`src/rtl/mystic_alu_issue.sv`:
```
// Single-outstanding ALU issue and writeback sequencer (IDLE -> ISSUE -> WAIT -> RESP).
// Optional WAIT watchdog is compiled in when MYSTIC_ALU_TIMEOUT_EN is defined.
module mystic_alu_issue #(
   parameter int unsigned TIMEOUT_CYCLES = 15
) (
   input  logic        clk_i,
   input  logic        rst_i,
   input  logic        req_valid_i,
   output logic        req_ready_o,
   input  logic [5:0]  req_opcode_i,
   input  logic [63:0] req_srcA_i,
   input  logic [63:0] req_srcB_i,
   input  logic [4:0]  req_rd_i,
   output logic [5:0]  alu_opcode_o,
   output logic        alu_opcode_valid_o,
   output logic [63:0] alu_srcA_o,
   output logic [63:0] alu_srcB_o,
   input  logic [63:0] alu_result_i,
   input  logic        alu_ready_i,
   output logic        wb_valid_o,
   input  logic        wb_ready_i,
   output logic [63:0] wb_data_o,
   output logic [4:0]  wb_rd_o,
   output logic        wb_err_o
);

   typedef enum logic [1:0] {
      ST_IDLE  = 2'd0,
      ST_ISSUE = 2'd1,
      ST_WAIT  = 2'd2,
      ST_RESP  = 2'd3
   } state_t;

   state_t      state_r;
   state_t      next_state_s;
   logic        ready_r;
   logic        issue_r;
   logic        wb_valid_r;
   logic        wb_err_r;
   logic [5:0]  op_r;
   logic [63:0] src_a_r;
   logic [63:0] src_b_r;
   logic [4:0]  rd_r;
   logic [63:0] wb_data_r;
   logic        accept_s;
   logic        illegal_s;
   logic        alu_done_s;
   logic        timeout_s;

   // ready_r stays low for the first cycle after reset so nothing is accepted while outputs are still cleared
   assign accept_s   = (state_r == ST_IDLE) && ready_r && req_valid_i;
   assign illegal_s  = (req_opcode_i > 6'd7);
   assign alu_done_s = (state_r == ST_WAIT) && alu_ready_i;

`ifdef MYSTIC_ALU_TIMEOUT_EN
   localparam logic [7:0] TIMEOUT_LAST_C = 8'(TIMEOUT_CYCLES - 32'd1);
   logic [7:0] wdog_cnt_r;

   // Watchdog: zero outside WAIT, counts WAIT cycles that pass without an ALU response
   always_ff @(posedge clk_i or posedge rst_i) begin
      if (rst_i) begin
         wdog_cnt_r <= 8'd0;
      end else if (state_r != ST_WAIT) begin
         wdog_cnt_r <= 8'd0;
      end else if (!alu_ready_i) begin
         wdog_cnt_r <= wdog_cnt_r + 8'd1;
      end else begin
         wdog_cnt_r <= wdog_cnt_r;
      end
   end

   // A response arriving on the expiry cycle takes priority over the abort
   assign timeout_s = (state_r == ST_WAIT) && !alu_ready_i && (wdog_cnt_r == TIMEOUT_LAST_C);
`else
   logic [7:0] timeout_unused_s;
   assign timeout_unused_s = 8'(TIMEOUT_CYCLES);
   assign timeout_s        = 1'b0;
`endif

   // Next-state decode
   always_comb begin
      next_state_s = state_r;
      case (state_r)
         ST_IDLE: begin
            if (accept_s) begin
               next_state_s = illegal_s ? ST_RESP : ST_ISSUE;
            end else begin
               next_state_s = ST_IDLE;
            end
         end
         ST_ISSUE: next_state_s = ST_WAIT;
         ST_WAIT: begin
            if (alu_done_s || timeout_s) begin
               next_state_s = ST_RESP;
            end else begin
               next_state_s = ST_WAIT;
            end
         end
         ST_RESP: begin
            if (wb_ready_i) begin
               next_state_s = ST_IDLE;
            end else begin
               next_state_s = ST_RESP;
            end
         end
         default: next_state_s = ST_IDLE;
      endcase
   end

   // State register and state-decoded handshake outputs, registered from the next state
   always_ff @(posedge clk_i or posedge rst_i) begin
      if (rst_i) begin
         state_r    <= ST_IDLE;
         ready_r    <= 1'b0;
         issue_r    <= 1'b0;
         wb_valid_r <= 1'b0;
      end else begin
         state_r    <= next_state_s;
         ready_r    <= (next_state_s == ST_IDLE);
         issue_r    <= (next_state_s == ST_ISSUE);
         wb_valid_r <= (next_state_s == ST_RESP);
      end
   end

   // Operand capture on accept; result/error capture on completion, illegal opcode or timeout
   always_ff @(posedge clk_i or posedge rst_i) begin
      if (rst_i) begin
         op_r      <= 6'd0;
         src_a_r   <= 64'd0;
         src_b_r   <= 64'd0;
         rd_r      <= 5'd0;
         wb_data_r <= 64'd0;
         wb_err_r  <= 1'b0;
      end else begin
         if (accept_s) begin
            op_r    <= req_opcode_i;
            src_a_r <= req_srcA_i;
            src_b_r <= req_srcB_i;
            rd_r    <= req_rd_i;
         end
         if (accept_s) begin
            wb_data_r <= 64'd0;
            wb_err_r  <= illegal_s;
         end else if (alu_done_s) begin
            wb_data_r <= alu_result_i;
            wb_err_r  <= 1'b0;
         end else if (timeout_s) begin
            wb_data_r <= 64'd0;
            wb_err_r  <= 1'b1;
         end
      end
   end

   assign req_ready_o        = ready_r;
   assign alu_opcode_valid_o = issue_r;
   assign alu_opcode_o       = op_r;
   assign alu_srcA_o         = src_a_r;
   assign alu_srcB_o         = src_b_r;
   assign wb_valid_o         = wb_valid_r;
   assign wb_data_o          = wb_data_r;
   assign wb_rd_o            = rd_r;
   assign wb_err_o           = wb_err_r;

endmodule

```
`config.mk`:
```
export PLATFORM = sky130hd
export DESIGN_NAME = mystic_alu_issue
export DESIGN_NICKNAME = d
export VERILOG_FILES = /design/src/rtl/mystic_alu_issue.sv
export SDC_FILE = /design/constraint.sdc
export NUM_CORES = 1
export LEC_CHECK = 0
export ABC_AREA = 1
export CAP_MARGIN = 15
export CORE_MARGIN = 1.5
export CORE_UTILIZATION = 30
export DETAILED_ROUTE_END_ITERATION = 10
export PLACE_DENSITY = 0.65
export SYNTH_ARGS = -nofsm -noshare
export SYNTH_HDL_FRONTEND = slang
export SYNTH_SLANG_ARGS = --single-unit
```
`constraint.sdc`:
```
create_clock -name clk_i -period 7.85 [get_ports clk_i]
set_clock_uncertainty 0.05 [all_clocks]
set_input_delay 1.1775 -clock clk_i [delete_from_list [all_inputs] [get_ports clk_i]]
set_output_delay 1.1775 -clock clk_i [all_outputs]
set_load 0.005 [all_outputs]
```
==> results.json <==
{
  "pre_cts_ws_ns": 4.27,
  "synth_area_leaders": "dfrtp_1 66%, nand2_1 26%, nand3_1 4.5%, buf_2 2.4%, buf_4 0.66%",
  "reg2reg_slack_ns": 5.53,
  "yosysUniqueCellTypes": 13,
  "worstHoldStart": "alu_srcA_o[20]",
  "path_class": "primary input to flop",
  "r2r_end": "alu_srcA_o[46]",
  "gp_congestion": 0.782,
  "max_stage_delay_ns": 0.73,
  "grt_pass1_vias": 7498,
  "grt_antenna_before_repair": 4,
  "worstPathMaxFanout": 54,
  "max_slew.worst_pin.slew_ns": 1.11,
  "worstHoldPathType": "flop to flop",
  "cts_tree": "done",
  "finalMaxSlewViolations": 0,
  "power_frac_comb_pct": 38.5,
  "cts_setup_buffers": 0,
  "p_sw_uw": 1510,
  "synth_top_area_share_pct": 65.5,
  "syn_area_mm2": 0.00798,
  "seqPwrFrac_pct": 37.7,
  "htree_levels": 1,
  "yosysSeqAreaShare_pct": 65.5,
  "min_period_over_period_pct": 39.0,
  "synth.avg_cell_area_um2": 8.92,
  "worst_slack_ns": 4.79,
  "clock_latency_ns": 0.50,
  "routed_wl_mm": 26.0,
  "status": "completed",
  "cellLeakagePower_uw": 0.00644,
  "fin_crit_ns": 3.06,
  "ys.flop_type": "dfrtp_1",
  "setup_tns_ns": 0,
  "cp.required_ns": 8.24,
  "critPathCaptureType": "flop",
  "viasPerCell": 4.42,
  "synth_area_leader_cell": "dfrtp_1",
  "fp.dieW_um": 166,
  "rsz0062_at_grt": "no",
  "vias": 7275,
  "synth_commonest_cells": "547 x nand2_1, 209 x dfrtp_1, 71 x nand3_1, 39 x buf_2, 7 x buf_4",
  "clkPwrFrac_pct": 23.8,
  "syn_inst": 895,
  "rows": 59,
  "synth-async-reset-ratio_pct": 100,
  "crit_slowest_cell": "nor2_4",
  "synth_xor_area_share_pct": 0,
  "final_nets": 1499,
  "cts-buffers-inserted": 24,
  "io_pins": 415,
  "max_freq_ghz": 0.327,
  "dieArea_mm2": 0.0276,
  "synth-adder-area-share_pct": 0,
  "holdBufCountCts": 0,
  "yosys.area_share.simple_pct": 30.4,
  "grt_first_pass_wirelength_mm": 41.2,
  "syn_nets": 1103,
  "yosys_warnings": 0,
  "intPower_uw": 3550,
  "start_util_pct": 30.6,
  "holdPathEnd": "alu_srcA_o[20]",
  "max-clock-path-buffers": 3,
  "ir_drop_v": 0.000192,
  "groute.usage.overall_pct": 18.5,
  "grt_start_max_net_pins": 107,
  "power_uw": 5060,
  "worst_r2r_startpoint": "state_r[1]",
  "cts_root_buffer": "clkbuf_16",
  "setup_viol": 0,
  "ant_nets": 0,
  "startpoint_type": "primary input",
  "hold_viol": 0,
  "maxSlewHeadroom_pct": 26.3,
  "drive_gt1_share_pct": 4.21,
  "synth.area.mux_share_pct": 0,
  "cts_resized": 0,
  "area_growth_pct": 65.7,
  "fin_hold_ws_ns": 0.419,
  "crit_chain": "clkdlybuf4s50_1 -> nand2_1 -> nor2_4 -> buf_4 -> nand2_1 -> nand2_1",
  "overflow": 0,
  "hpwlAfterDp_mm": 18.2,
  "hold_depth": 2,
  "io_buffer_count": 414,
  "yosysMostFrequentCell": "nand2_1",
  "synth_edf_count": 0,
  "synth_compound_area_share_pct": 0.188,
  "final_util_pct": 50.8,
  "drc_errors": 0,
  "die_h_um": 166,
  "drt-wirelength-per-cell_um": 15.8,
  "p_sw_share_pct": 29.9,
  "critPathArrivalTime_ns": 3.44,
  "power_density_mw_per_mm2": 383,
  "core_mm2": 0.0261,
  "synth_top_family_by_area": "simple AND/OR/NAND/NOR gates",
  "drtIter0Drc": 460,
  "maxCapViolCount": 0,
  "dr.pass1.iters": 5,
  "clk_pin_slew_ns": 0.06,
  "clock_sinks": 209,
  "cpMostUsedCell": "nand2_1",
  "reg2reg_depth": 6,
  "ys_ff_latch": 209
}
[power groups by stage]
stage | clock (uW) | sequential [uW] | combinational, uW
6_report | 1200 | 1910 | 1950
3_3_place_gp | 0 | 1900 | 1960
3_5_place_dp | 0 | 1920 | 1980
2_1_floorplan | 0 | 1940 | 564
4_1_cts | 1240 | 1910 | 1980
5_1_grt | 1280 | 1980 | 2140
[critical path: cells and delay by family]
kind / cells / cell delay (ns)
buffers and inverters: 2 / 1.16
and+or+nand+nor: 4 / 1.07
[state kept, by name, indices dropped and copies added, names as in the netlist]
signal	flops
alu_opcode_o	6
wb_valid_o	1
alu_srcB_o	64
wb_data_o	64
wb_err_o	1
alu_opcode_valid_o	1
wb_rd_o	5
alu_srcA_o	64
req_ready_o	1
state_r	2
[cells in the final DEF (no fill, tap or decap), drive strengths merged]
cell             n
nand3           71
inv              9
clkbuf          31
clkdlybuf4s50  414
nor2             5
buf              7
dfrtp          209
diode            4
clkinv           4
o21ai            3
bufinv           4
clkinvlp         3
nand2          547
[worst max-delay path by stage]
stage | from | end | slack [ns] | cells past startpoint
after floorplan | rst_i | alu_opcode_o[0] | 0.91 | 1
after global placement | req_valid_i | alu_srcA_o[13] | 4.29 | 6
after detailed placement | req_valid_i | alu_srcB_o[58] | 4.27 | 6
after CTS | req_valid_i | alu_srcA_o[45] | 4.80 | 6
after global routing | req_valid_i | alu_srcA_o[46] | 4.59 | 6
final | req_valid_i | alu_srcA_o[46] | 4.79 | 6
[metal layers]
| metal | GRT usage (%) | vias to the layer above | part of all wire [%] |
|---|---|---|---|
| li1 | - | 3539 | - |
| met2 | 30.9 | 329 | 48 |
| met5 | 0 | - | 0 |
| met3 | 5.46 | 39 | 9.0 |
| met4 | 5.52 | 0 | 2.0 |
| met1 | 23.1 | 3368 | 41 |
[cell families (layout without fill, tap and decap cells)]
group / Yosys count / count (layout)
AND/OR/NAND/NOR: 623 / 623
flip-flops: 209 / 209
buffers and inverters: 60 / 472
AO/OA/AOI/OAI: 3 / 3
other: 0 / 4
[cell type report]
cell class | count | area, um2
Multi-Input combinational cell | 626 | 2470
Sequential cell | 209 | 5230
Tap cell | 335 | 419
Fill cell | 2464 | 12800
Clock inverter | 11 | 163
Antenna cell | 4 | 10.0
Inverter | 9 | 41.3
Timing Repair Buffer | 421 | 4200
Clock buffer | 31 | 698
[stage by stage]
step / cell area, um2 / cells
floorplan: 7980 / 895
global placement: 12400 / 1600
detailed placement: 12400 / 1600
CTS: 13200 / 1642
global route: 13200 / 1646
finish: 13200 / 1646
Note: power is estimated with default switching activity, not from simulation.
==> RTL edit (config.mk and constraints unchanged) <==
Put one more register stage on the output `wb_err_o`, without a reset. The value now appears one clock later. The other outputs are not delayed to match.
--- a/src/rtl/mystic_alu_issue.sv
+++ b/src/rtl/mystic_alu_issue.sv
@@ -161,3 +161,5 @@
    assign wb_rd_o            = rd_r;
-   assign wb_err_o           = wb_err_r;
+   always_ff @(posedge clk_i) begin
+      wb_err_o <= wb_err_r;
+   end
 
Behaviour: not the same (a bounded check fails within 4 cycles, from zero or initial values and one cycle with rst_i high).
==> RTL edit against the original RTL <==
Critical endpoint is now alu_srcA_o[45]$_DFFE_PP0P_. Power fell by 1.2%. Worst hold slack got worse by 0.087 ns. Critical path type unchanged. Core utilization fell by 0.38 points. Synthesized area rose by 0.25%. Wire length rose by 0.31%. Setup slack got worse by 0.37 ns. Largest cell class unchanged. Cell area fell by 0.46%. Count of clock-buffer cells in the layout rose by 3. The run now ends with DRC left. Sequential cell count rose by 1.
==> RTL edit: results (changes against the original RTL) <==
[cells_and_area]
stdcell_count = 1640  ; -0.36%
finalNetCount = 1500  ; +0.067%
drive_gt1_share_pct = 3.76  ; -0.45 points

[place]
place_hpwl_mm = 18.0  ; -0.64%
placed_cell_area_um2 = 12400  ; +0.10%
place_ws_ns = 3.77  ; -0.497 ns
gp_congestion = 0.780  ; -0.31%

[worst_hold_path]
min_path_cells = 0  ; -2

[sta]
hold_ws_ns = 0.332  ; -0.0871 ns
max_freq_mhz = 292  ; -11%

[route]
drt_iter0_drc = 528  ; +15%
drc = 30  ; +30
wl_met3_mm = 2.82  ; +21%
wirelength_mm = 26.1  ; +0.31%
wl_met2_mm = 12.4  ; about the same
met1Wirelength_mm = 10.2  ; -5.0%

[grt]
grt_util_met2_pct = 30.8  ; -0.068 points
use_met1_pct = 22.3  ; -0.77 points
grt_usage_pct = 18.6  ; +0.13 points
grt_first_pass_wirelength_mm = 41.0  ; -0.49%
grt_start_max_net_pins = 137  ; +28%

[outcome]
failed_checks = DRC
status = finished with violations

[yosys]
synth.yosys.seq_area_share_pct = 65.6  ; +0.086 points
syn_inst = 896  ; +0.11%
ys_types = 14  ; +1
syn_nets = 1104  ; +0.091%

[power_and_ir_drop]
internal_power_mw = 3.50  ; -1.4%
p_leak_nw = 6.42  ; -0.31%

[worst_setup_path]
worst_r2r_path_depth = 7  ; +1
reg2reg_to = alu_srcA_o[45]$_DFFE_PP0P_
worstPathMaxFanout = 67  ; +24%
critPathSlowestCell = buf_4
r2r_setup_slack_ns = 5.13  ; -0.40 ns
cp_slowest_stage_delay_ns = 0.67  ; -0.06 ns

[clock_network]
numCtsBuffers = 25  ; +4.2%

-- RTL edit: final cells by class --
cell class / count / area, um2
diodes: 1 / 2.50
well taps: 335 / 419
repair buffers: 420 / 4190
inverters: 9 / 41.3
multi-input cells: 626 / 2470
flip-flops and latches: 210 / 5250
clock inverters: 5 / 75.1
fillers: 2470 / 13000
clock buffers: 34 / 719
-- RTL edit: cells by family after synthesis --
kind of cell / count (synthesis)
DFF: 210
AOI/OAI and AO/OA: 3
and+or+nand+nor: 623
buffers and inverters: 60
-- RTL edit: power by group through the flow --
stage / Combinational [mW] / Sequential, mW / Clock, mW
final: 1.96 / 1.91 / 1.13
after global routing: 2.16 / 1.98 / 1.22
after CTS: 2.00 / 1.91 / 1.17
after detailed placement: 1.99 / 1.92 / 0
after global placement: 1.97 / 1.90 / 0
after floorplan: 0.564 / 1.95 / 0
